**src/rtl/piso_32bit_tx_pkg.sv**
```systemverilog
// Shared types and sizing for the parallel-in serial-out transmitter.
package piso_tx_pkg;

    typedef enum logic [0:0] {
        IDLE  = 1'b0,
        SHIFT = 1'b1
    } state_t;

    localparam int DEF_WIDTH = 32;
    localparam int CNT_W     = $clog2(DEF_WIDTH);

endpackage

```
**src/rtl/piso_32bit_tx_hold_buf.sv**
```systemverilog
// One-entry holding buffer that lets a second word wait behind the shifter.
module piso_hold_buf
    import piso_tx_pkg::*;
#(
    parameter int WIDTH = DEF_WIDTH
) (
    input  logic             clk,
    input  logic             clear_n,
    input  logic             load,
    input  logic             drain,
    input  logic [WIDTH-1:0] din,
    output logic [WIDTH-1:0] dout,
    output logic             full
);

    logic [WIDTH-1:0] data_q;
    logic             full_q;

    always_ff @(posedge clk) begin
        if (!clear_n) begin
            data_q <= '0;
            full_q <= 1'b0;
        end else begin
            if (load) begin
                data_q <= din;
                full_q <= 1'b1;
            end else if (drain) begin
                full_q <= 1'b0;
            end
        end
    end

    assign dout = data_q;
    assign full = full_q;

endmodule

```
**src/rtl/piso_32bit_tx.sv**
```systemverilog
// Word-to-bit transmitter feeding the downstream shift register's serial input.
module piso_32bit_tx
    import piso_tx_pkg::*;
#(
    parameter int WIDTH     = DEF_WIDTH,
    parameter bit MSB_FIRST = 1'b1
) (
    input  logic             clk,
    input  logic             clear_n,
    input  logic [WIDTH-1:0] din,
    input  logic             din_valid,
    output logic             din_ready,
    output logic             so,
    output logic             so_valid,
    output logic             so_last,
    output logic             busy
);

    localparam int            CW      = $clog2(WIDTH);
    localparam logic [CW-1:0] CNT_MAX = CW'(WIDTH - 1);

    state_t           state_q;
    logic [CW-1:0]    cnt_q;
    logic [WIDTH-1:0] shift_q;
    logic [WIDTH-1:0] shift_nx;
    logic             ready_q;
    logic             accept;
    logic             last;
    logic             load;
    logic             drain;
    logic             full;
    logic [WIDTH-1:0] buf_q;

    assign accept = din_valid & ready_q;
    assign last   = (state_q == SHIFT) & (cnt_q == CNT_MAX);
    assign load   = accept & (state_q == SHIFT) & ~last;
    assign drain  = last & full;

    generate
        if (MSB_FIRST) begin : g_msb
            assign shift_nx = {shift_q[WIDTH-2:0], 1'b0};
            assign so       = (state_q == SHIFT) & shift_q[WIDTH-1];
        end else begin : g_lsb
            assign shift_nx = {1'b0, shift_q[WIDTH-1:1]};
            assign so       = (state_q == SHIFT) & shift_q[0];
        end
    endgenerate

    piso_hold_buf #(
        .WIDTH (WIDTH)
    ) u_hold (
        .clk     (clk),
        .clear_n (clear_n),
        .load    (load),
        .drain   (drain),
        .din     (din),
        .dout    (buf_q),
        .full    (full)
    );

    always_ff @(posedge clk) begin
        if (!clear_n) begin
            state_q <= IDLE;
            cnt_q   <= '0;
            shift_q <= '0;
            ready_q <= 1'b0;
        end else begin
            // Ready tracks whether the buffer will be empty after this edge.
            ready_q <= ~((full & ~drain) | load);
            unique case (state_q)
                IDLE: begin
                    if (accept) begin
                        shift_q <= din;
                        cnt_q   <= '0;
                        state_q <= SHIFT;
                    end
                end
                SHIFT: begin
                    if (last) begin
                        cnt_q <= '0;
                        if (full) begin
                            shift_q <= buf_q;
                        end else if (accept) begin
                            shift_q <= din;
                        end else begin
                            shift_q <= '0;
                            state_q <= IDLE;
                        end
                    end else begin
                        shift_q <= shift_nx;
                        cnt_q   <= cnt_q + 1'b1;
                    end
                end
                default: state_q <= IDLE;
            endcase
        end
    end

    assign din_ready = ready_q;
    assign so_valid  = (state_q == SHIFT);
    assign so_last   = last;
    assign busy      = (state_q == SHIFT) | full;

endmodule

```
**config.mk**
```make
export PLATFORM = sky130hd
export DESIGN_NAME = piso_32bit_tx
export DESIGN_NICKNAME = d
export VERILOG_FILES = /design/src/rtl/piso_32bit_tx_pkg.sv /design/src/rtl/piso_32bit_tx_hold_buf.sv /design/src/rtl/piso_32bit_tx.sv
export SDC_FILE = /design/constraint.sdc
export NUM_CORES = 1
export LEC_CHECK = 0
export ABC_AREA = 1
export CORE_UTILIZATION = 37
export DETAILED_ROUTE_END_ITERATION = 8
export GPL_TIMING_DRIVEN = 0
export PLACE_DENSITY_LB_ADDON = 0.15
export SLEW_MARGIN = 10
export SYNTH_ARGS = -nofsm -noshare
export SYNTH_HDL_FRONTEND = slang
export SYNTH_SLANG_ARGS = --single-unit
```
**constraint.sdc**
```tcl
create_clock -name clk -period 1.61 [get_ports clk]
set_clock_uncertainty 0.05 [all_clocks]
set_input_delay 0.322 -clock clk [delete_from_list [all_inputs] [get_ports clk]]
set_output_delay 0.322 -clock clk [all_outputs]
set_load 0.02 [all_outputs]
```
==> reports/qor.txt <==
Via count -> 3532
Cell leakage power -> 1.933 nW
Final WL -> 10.39 mm
Die Width -> 97.78 microns
Core box area -> 0.008806 sq mm
Pin count of the biggest net entering global routing -> 11
Post-route cell area -> 0.004587 sq mm
WL/cell -> 14.95 microns
# DRC -> 4
CP max FO -> 2
Final min period -> 1.823 ns
Final Cycle Share -> 113.2%
Async S/R FF share, synth -> 0%
GRT Util Overall -> 21.41%
Clk_lat worst skew -> 0.34 ns
DR vias/cell -> 5.082
Num CTS Buffers -> 9
Die height -> 97.78 microns
Area growth, synth to finish -> 35.13%
Fin nets -> 620
Crit path largest cell delay -> 0.36 ns
CTS tree -> done
Yosys reg bits -> 72
CP dominant cell by count -> ha_4
Hold Slack -> 0.4105 ns
Tot Pwr -> 3.971 mW
Type of the most critical hold path -> reg -> reg
DIE AREA -> 0.009561 sq mm
FF-to-FF path depth -> 10
P per Cell Area -> 865.7 mW/mm^2
Mean post-synth cell area -> 6.630 sq um
Warnings from Yosys -> 0
Crit end category -> primary output
Number of synthesized flops with an enable pin -> 0
Failing checks -> design-rule violations, negative setup slack
Cells after Synth -> 512
Final ANT Viol Nets -> 0
Io pins -> 40
First-pass GRT wire length -> 15.92 mm
Synth Cell Area -> 0.003395 sq mm
CP required -> 1.24 ns
Ratio of cells with drive above 1 in the final layout -> 17.04%
Placement Setup Slack -> -0.7101 ns
Antenna diode count -> 0
Starting density of the core -> 38.55%
Reg clk slew, reported paths -> 0.08 ns
Vias in the first global route -> 3175
CTS root buf -> clkbuf_8
RSZ-0062 raised after global routing -> true
CP max-delay cell -> dfxtp_2
Dominant synthesized flop cell -> dfxtp_1
Max clock buf depth -> 2
Final Slew Violations -> 0
CTS Sinks -> 72
Initial DRC Count -> 223
Crit Path Class -> reg -> out
H-Tree Depth -> 3
Least-Margin Pin Slew -> 0.5736 ns
Gpl congestion -> 0.8427
Status -> complete, but fails checks
Sequential area share after synthesis -> 42.46%
Final core occ -> 52.09%
Synthesized Nets -> 549
Initial DRT Pass Iterations -> 7
Crit path DAT -> 1.45 ns
CP cell instances -> ha_4, inv_2, nor3_4, ha_4, nand2_4, clkinv_4, buf_6
Worst hold path cell count -> 2
Worst setup SP type -> flip-flop
Cell Area, Placed -> 0.003940 sq mm
Rel. slew slack -> 61.76%
Port buffer count -> 39
Post-synth cell types -> 24
Filler instances -> 867
Worst setup margin -> -0.2127 ns
CTS Hold Bufs -> 0
Initial antenna violation count -> 0
Dpl hpwl -> 6.428 mm
Peak Freq -> 548.6 MHz
Worst VDD drop -> 0.4682 mV
Fin. Hold Viols -> 0
Setup violators final -> 68
Maximum capacitance violations -> 0
Grt ovf -> 0
# rows -> 34
==> power breakdown <==
| group | switching (mW) | internal (mW) |
|---|---|---|
| Combinational | 0.384 | 0.329 |
| Sequential | 0.0576 | 1.89 |
| Clock | 0.668 | 0.641 |
==> placed cells by master, fill, tap and decap left out, types with 6 or more instances in the layout <==
cell type and instances:
nand2_1 175, dfxtp_1 67, o21ai_0 65, nor2_1 51, a21oi_1 39, clkdlybuf4s50_1 34, buf_4 22, inv_1 17
clkbuf_8 15, o21ai_1 13, nand3_1 10, clkbuf_1 10, buf_6 8, a21oi_2 8, buf_8 6
==> through the flow <==
step,std cells,TNS (ns)
6_report,695,-9.155
5_1_grt,695,-15.01
4_1_cts,686,-12.77
3_5_place_dp,659,-25.86
3_3_place_gp,659,-25.87
2_1_floorplan,512,-0.008111
==> state kept, by name, indices dropped and copies added (netlist names) <==
name / count
u_hold.full: 1
cnt_q: 5
din_ready: 1
so_valid: 1
shift_q: 32
u_hold.dout: 32
==> timing repair <==
item,in CTS,in global routing
pin swaps,6,5
gates cloned,1,3
setup buffers,11,7
setup endpoints to repair,73,76
resized for setup,53,43
==> final timing paths <==
kind	slack (ns)	end	from
min reg2reg	0.41	u_hold.dout[23]	u_hold.dout[23]
min	0.41	u_hold.dout[23]	u_hold.dout[23]
max	-0.21	so_last	cnt_q[1]
max reg2reg	-0.21	u_hold.dout[12]	cnt_q[1]
==> routing by layer <==
metal  vias up  track usage [%]  wire length (microns)
met5         -                0                      0
met2       106            36.12                   5040
met4         0            6.527                    127
met3        12            4.223                    471
li1       1788                -                      -
met1      1626            27.69                   4750
==> final cells by class <==
cell class	instances	area [sq um]	area share (%)
Clock buffer	15	166.4	3.628
Timing Repair Buffer	60	646.9	14.10
Buffer	33	300.3	6.547
Tap cell	108	135.1	2.946
Sequential cell	72	1448	31.56
Multi-Input combinational cell	383	1784	38.90
Inverter	24	106.4	2.319
==> Yosys cell counts, types with 5 or more instances <==
cell type	count	area [sq um]
nand2_1	179	671.9
nand3_1	11	55.05
nor2_1	53	198.9
inv_1	19	71.32
dfxtp_1	72	1441
o21ai_1	9	45.04
buf_6	5	56.30
buf_2	9	45.04
buf_4	6	45.04
a21oi_1	47	235.2
o21ai_0	74	370.4
clkbuf_1	9	33.78
==> critical path, delay by kind of cell (launching register included) <==
family                     cells  cell delay (ns)
DFF                            1             0.36
adders and majority gates      2             0.34
and+or+nand+nor                2             0.20
buffers and inverters          3             0.20
==> cell families (layout without fill, tap and decap cells) <==
kind of cell               after synthesis  count (layout)  share of synthesized area (%)
and+or+nand+nor                        251             251                          29.01
AOI/OAI and AO/OA                      130             130                          19.17
DFF                                     72              72                          42.46
buffers and inverters                   57             132                          8.625
adders and majority gates                2               2                         0.7371
Power figures use the tool's default switching activity.
